`config.mk`:
```
export PLATFORM = sky130hd
export DESIGN_NAME = single_port_ram_be_flat
export DESIGN_NICKNAME = d
export VERILOG_FILES = /design/src/rtl/single_port_ram_be_if.sv /design/src/rtl/single_port_ram_be.sv /design/src/flat_wrapper.sv
export SDC_FILE = /design/constraint.sdc
export NUM_CORES = 1
export LEC_CHECK = 0
export ABC_CLOCK_PERIOD_IN_PS = 2980
export CORE_MARGIN = 8
export CORE_UTILIZATION = 45
export CTS_CLUSTER_DIAMETER = 80
export DETAILED_ROUTE_END_ITERATION = 10
export SYNTH_ARGS = -nofsm -noshare
export SYNTH_HDL_FRONTEND = slang
export SYNTH_SLANG_ARGS = --single-unit
```
`constraint.sdc`:
```
create_clock -name clk -period 2.98 [get_ports clk]
set_input_delay 0.596 -clock clk [delete_from_list [all_inputs] [get_ports clk]]
set_output_delay 0.596 -clock clk [all_outputs]
set_load 0.05 [all_outputs]
```
`src/rtl/single_port_ram_be_if.sv`:
```
// single_port_ram_be_if: request/response bundle between a bus master and the byte-enable RAM
interface single_port_ram_be_if #(
   parameter int ADDR_WIDTH = 4,
   parameter int DATA_WIDTH = 32
);
   localparam int BE_WIDTH = DATA_WIDTH / 8;
   logic                  cs;
   logic                  we;
   logic [ADDR_WIDTH-1:0] addr;
   logic [DATA_WIDTH-1:0] wdata;
   logic [BE_WIDTH-1:0]   be;
   logic [DATA_WIDTH-1:0] rdata;
   logic                  rvalid;
   logic                  ready;
   logic                  err;
   modport master (output cs, we, addr, wdata, be, input rdata, rvalid, ready, err);
   modport slave (input cs, we, addr, wdata, be, output rdata, rvalid, ready, err);
endinterface

```
`src/rtl/single_port_ram_be.sv`:
```
// single_port_ram_be: single-port RAM with byte enables, power-up clear sweep and range error;
// define RAM_OUT_REG_EN to add an output register stage (read latency 2 instead of 1)
module single_port_ram_be #(
   parameter int ADDR_WIDTH = 4,
   parameter int DATA_WIDTH = 32,
   parameter int DEPTH      = 16
) (
   input logic                 clk,
   input logic                 rst_n,
   single_port_ram_be_if.slave bus
);
   localparam int BE_WIDTH = DATA_WIDTH / 8;
   typedef enum logic {INIT, RUN} state_t;
   state_t                state_q, state_d;
   logic [ADDR_WIDTH-1:0] init_cnt, init_cnt_d;
   logic [DATA_WIDTH-1:0] mem [DEPTH];
   logic                  accept, in_range, last_word;
   logic                  rvalid_q, err_q;
   logic [DATA_WIDTH-1:0] rdata_q;
   assign accept    = bus.cs && state_q == RUN;
   assign in_range  = 32'(bus.addr) < 32'(DEPTH);
   assign last_word = init_cnt == ADDR_WIDTH'(DEPTH - 1);
   assign bus.ready = state_q == RUN;
   // state register and clear-sweep counter
   always_ff @(posedge clk) begin
      if (!rst_n) begin
         state_q  <= INIT;
         init_cnt <= '0;
      end else begin
         state_q  <= state_d;
         init_cnt <= init_cnt_d;
      end
   end
   // sweep advances one word per cycle and hands over to RUN after the last word
   always_comb begin
      state_d    = (state_q == INIT && last_word) ? RUN : state_q;
      init_cnt_d = (state_q == INIT) ? init_cnt + 1'b1 : init_cnt;
   end
   // sweep clears one word per cycle; accepted in-range writes merge only the enabled lanes
   always_ff @(posedge clk) begin
      if (rst_n && state_q == INIT)
         mem[init_cnt] <= '0;
      else if (rst_n && accept && bus.we && in_range)
         for (int i = 0; i < BE_WIDTH; i++)
            if (bus.be[i]) mem[bus.addr][8*i +: 8] <= bus.wdata[8*i +: 8];
   end
   // first response stage: out-of-range reads return zero, rdata holds between reads
   always_ff @(posedge clk) begin
      if (!rst_n) begin
         rvalid_q <= 1'b0;
         err_q    <= 1'b0;
         rdata_q  <= '0;
      end else begin
         rvalid_q <= accept && !bus.we;
         err_q    <= accept && !in_range;
         if (accept && !bus.we) rdata_q <= in_range ? mem[bus.addr] : '0;
      end
   end
`ifdef RAM_OUT_REG_EN
   logic                  rvalid_r, err_r;
   logic [DATA_WIDTH-1:0] rdata_r;
   // output stage delays the whole response (rvalid, rdata, err) by one cycle
   always_ff @(posedge clk) begin
      if (!rst_n) begin
         rvalid_r <= 1'b0;
         err_r    <= 1'b0;
         rdata_r  <= '0;
      end else begin
         rvalid_r <= rvalid_q;
         err_r    <= err_q;
         rdata_r  <= rdata_q;
      end
   end
   assign bus.rvalid = rvalid_r;
   assign bus.err    = err_r;
   assign bus.rdata  = rdata_r;
`else
   assign bus.rvalid = rvalid_q;
   assign bus.err    = err_q;
   assign bus.rdata  = rdata_q;
`endif
endmodule

```
`src/flat_wrapper.sv`:
```
// flat-port wrapper written by rule: the top's interface ports become plain ports
module single_port_ram_be_flat 
#(
   parameter int ADDR_WIDTH = 4,
   parameter int DATA_WIDTH = 32,
   parameter int DEPTH      = 16
)
  (clk, rst_n, bus_cs, bus_we, bus_addr, bus_wdata, bus_be, bus_rdata, bus_rvalid, bus_ready, bus_err);
  single_port_ram_be_if #(.ADDR_WIDTH(ADDR_WIDTH), .DATA_WIDTH(DATA_WIDTH)) bus_i ();
  input logic clk;
  input logic rst_n;
  input wire logic [$bits(bus_i.cs)-1:0] bus_cs;
  input wire logic [$bits(bus_i.we)-1:0] bus_we;
  input wire logic [$bits(bus_i.addr)-1:0] bus_addr;
  input wire logic [$bits(bus_i.wdata)-1:0] bus_wdata;
  input wire logic [$bits(bus_i.be)-1:0] bus_be;
  output wire logic [$bits(bus_i.rdata)-1:0] bus_rdata;
  output wire logic [$bits(bus_i.rvalid)-1:0] bus_rvalid;
  output wire logic [$bits(bus_i.ready)-1:0] bus_ready;
  output wire logic [$bits(bus_i.err)-1:0] bus_err;
  assign bus_i.cs = bus_cs;
  assign bus_i.we = bus_we;
  assign bus_i.addr = bus_addr;
  assign bus_i.wdata = bus_wdata;
  assign bus_i.be = bus_be;
  assign bus_rdata = bus_i.rdata;
  assign bus_rvalid = bus_i.rvalid;
  assign bus_ready = bus_i.ready;
  assign bus_err = bus_i.err;
  single_port_ram_be #(.ADDR_WIDTH(ADDR_WIDTH), .DATA_WIDTH(DATA_WIDTH), .DEPTH(DEPTH)) u_core (.clk(clk), .rst_n(rst_n), .bus(bus_i));
endmodule
```
==> reports/results.tsv <==
stage	metric	value	unit
status	status	complete, no violations	
global_route	largest net degree at the start of global routing	49	
yosys	synthesized instance count	1118	
run	max-cap violation count	0	
die	DIE WIDTH	235	um
yosys	Mapped Area	21700	um^2
global_route	antenna violations before repair	0	
die	core area	47600	um^2
die	die area	55400	um^2
timing	final hold violations	0	
clocking	CTS clock-pin slew for the worst setup and hold paths	0.06	ns
die	die height	235	um
global_route	global-route wire length before repair	77.4	mm
power_and_ir_drop	static leakage	9.59	nW
detailed_routing	DR iter-0 viols	928	
yosys	syn_nets	1163	
clocking	htree depth	2	
power_and_ir_drop	peak supply drop	354	uV
detailed_routing	DR pass1 iterations	4	
detailed_routing	Vias/cell	5.68	
yosys	Post-synth top cells	512 x edfxtp_1, 130 x mux2i_1, 80 x mux4_2	
place	DP Wirelength	32.8	mm
yosys	Main synth FF type	edfxtp_1	
final_layout	share of cells above drive strength 1	24.9	%
timing	Fmax achieved	368	MHz
worst_setup_path	Setup Crit Path Kind	reg2out	
worst_setup_path	crit path DAT	2.12	ns
final_layout	Final Core Density	54.3	%
worst_setup_path	startpoint class of the critical path	flip-flop	
detailed_routing	Vias	11264	
yosys	register area share after synthesis	74.5	%
worst_setup_path	crit end category	output port	
global_route	vias in the first global route	11547	
detailed_routing	ANT nets after route	0	
yosys	share of flip-flops with an asynchronous set or reset	0	%
detailed_routing	mean routed wirelength per cell	26.3	um
yosys	Netlist cell types	37	
power_and_ir_drop	overall power consumption	0.0165	W
worst_setup_path	WP data required	2.38	ns
clocking	postcts setup bufs	0	
die	# IOs	79	
final_layout	synth-to-layout area growth	19.5	%
yosys	largest cells by area after synthesis	edfxtp_1 71%, mux4_2 8.3%, mux2i_1 6.0%	
clocking	CTS sink cnt	550	
timing	RSZ-0062 raised after global routing	no	
clocking	hold buffers post-CTS	0	
die	initial core utilization	45.5	%
timing	Max-Slew Margin vs Limit	22.3	%
place	Final Wtd Congestion	0.803	
timing	Tcrit/Tclk final	91.1	%
yosys	mean post-synth cell area	19.4	um^2
clocking	TritonCTS buffer count	55	
global_route	gr ovfl total	0	
detailed_routing	DRC viols	0	
timing	Tightest Pin Transition	1.14	ns
final_layout	diode count	0	
detailed_routing	drt total wl	52.1	mm
yosys	area share of the largest cell type after synthesis	71.0	%
die	row count	80	
place	Port Buf Inserts	77	
clocking	root buf cell	clkbuf_16	
global_route	Total GRT Usage	18.7	%
timing	# setup viols final	0	
yosys	#FFs+latches synth	550	
power_and_ir_drop	Pwr per Cell Area	638	nW/um^2
yosys	Post-synth EDFFs	512	
timing	post-layout minimum cycle time	2.71	ns
clocking	post-cts sizing count	0	
clocking	CTS tree	done	
yosys	most frequent cell after synthesis	edfxtp_1	
final_layout	Layout fillers	3734	
clocking	Clock Tree Buf Depth	3	
yosys	cell taking the most area after synthesis	edfxtp_1	
worst_setup_path	Max Fanout on Critical Path	12	
clocking	Clk Latency, worst-skew pair	0.61	ns
timing	pins over their slew limit	0	
worst_hold_path	Hold Crit Class	reg2reg	
timing	clk_skew	0.0173	ns
yosys	yosys warns	0	
final_layout	Final nets	1367	
## stage by stage
| stage | hold WS, ns | setup TNS, ns | setup slack [ns] | cell area, um^2 | instances |
|---|---|---|---|---|---|
| after floorplan | 0.547 | 0 | 0.275 | 21700 | 1118 |
| after global placement | 0.475 | -51.61 | -0.291 | 24000 | 1880 |
| after detailed placement | 0.472 | -62.94 | -0.294 | 24000 | 1880 |
| after CTS | 0.488 | 0 | 0.261 | 25900 | 1983 |
| after global routing | 0.514 | 0 | 0.223 | 25900 | 1983 |
| final | 0.486 | 0 | 0.266 | 25900 | 1983 |
## worst paths after layout
path | to | cells past startpoint | slack, ns | start
setup / recovery | bus_ready | 2 | 0.27 | u_core.bus.ready
hold reg to reg | u_core.bus.rdata[6] | 2 | 0.49 | u_core.bus.rdata[6]
setup reg to reg | u_core.mem[4][12] | 7 | 0.40 | u_core.bus.ready
hold / removal | u_core.bus.rdata[6] | 2 | 0.49 | u_core.bus.rdata[6]
## registers in the layout (all words and copies together) (netlist names)
name	cells
u_core.mem	512
u_core.bus.rdata	32
u_core.init_cnt	4
u_core.bus.ready	1
u_core.bus.rvalid	1
## power breakdown
part / internal, W / switching (W) / total, W / leakage [nW]
combinational: 0.000308 / 0.000427 / 0.000735 / 2.82
clock: 0.00448 / 0.00288 / 0.00736 / 0.942
sequential: 0.00840 / 0.0000228 / 0.00842 / 5.82
## cell type report
type                            instances  area (um^2)  area share (%)
Clock buffer                           67         1480            5.73
Clock inverter                         36          449            1.74
Inverter                                2         7.51          0.0290
Multi-Input combinational cell        495         5090            19.7
Sequential cell                       550        16100            62.3
Tap cell                              615          769            2.97
Timing Repair Buffer                  218         1950            7.55
## cell usage in the layout (no fill, tap or decap), drive strengths merged, types with 4 or more instances in the layout
master         count
a22oi             49
a32oi             30
and2              34
buf              144
bufinv            11
clkbuf            67
clkdlybuf4s50     74
clkinv            22
dfxtp             38
edfxtp           512
mux2               4
mux2i            135
mux4              80
nand2             13
nand2b            13
nand3              4
nor2              13
nor2b             13
nor3              64
o21ai             31
## worst max-delay path, stage by stage, from the launching register on
cell	delay, ns
dfxtp_1	0.41
buf_4	0.26
clkdlybuf4s50_1	0.84
## logic make-up (layout without fill, tap and decap cells)
| group | Yosys count | in the layout | share of synthesized area [%] |
|---|---|---|---|
| flip-flops | 550 | 550 | 74.5 |
| multiplexers | 219 | 219 | 15.1 |
| AND/OR/NAND/NOR | 158 | 158 | 4.41 |
| AO/OA/AOI/OAI | 113 | 113 | 3.73 |
| buffers and inverters | 73 | 323 | 2.11 |
| XOR/XNOR | 3 | 3 | 0.121 |
| adder cells (fa/ha/maj) | 1 | 1 | 0.0578 |
| other | 1 | 1 | 0.0173 |
## per-layer routing
layer | track usage [%] | share of wire, % | up-vias
met5 | 0 | 0 | -
met1 | 26.4 | 45 | 5910
li1 | - | - | 4977
met2 | 29.5 | 47 | 318
met3 | 4.31 | 6.0 | 59
met4 | 4.14 | 1.7 | 0
Power figures use the tool's default switching activity.
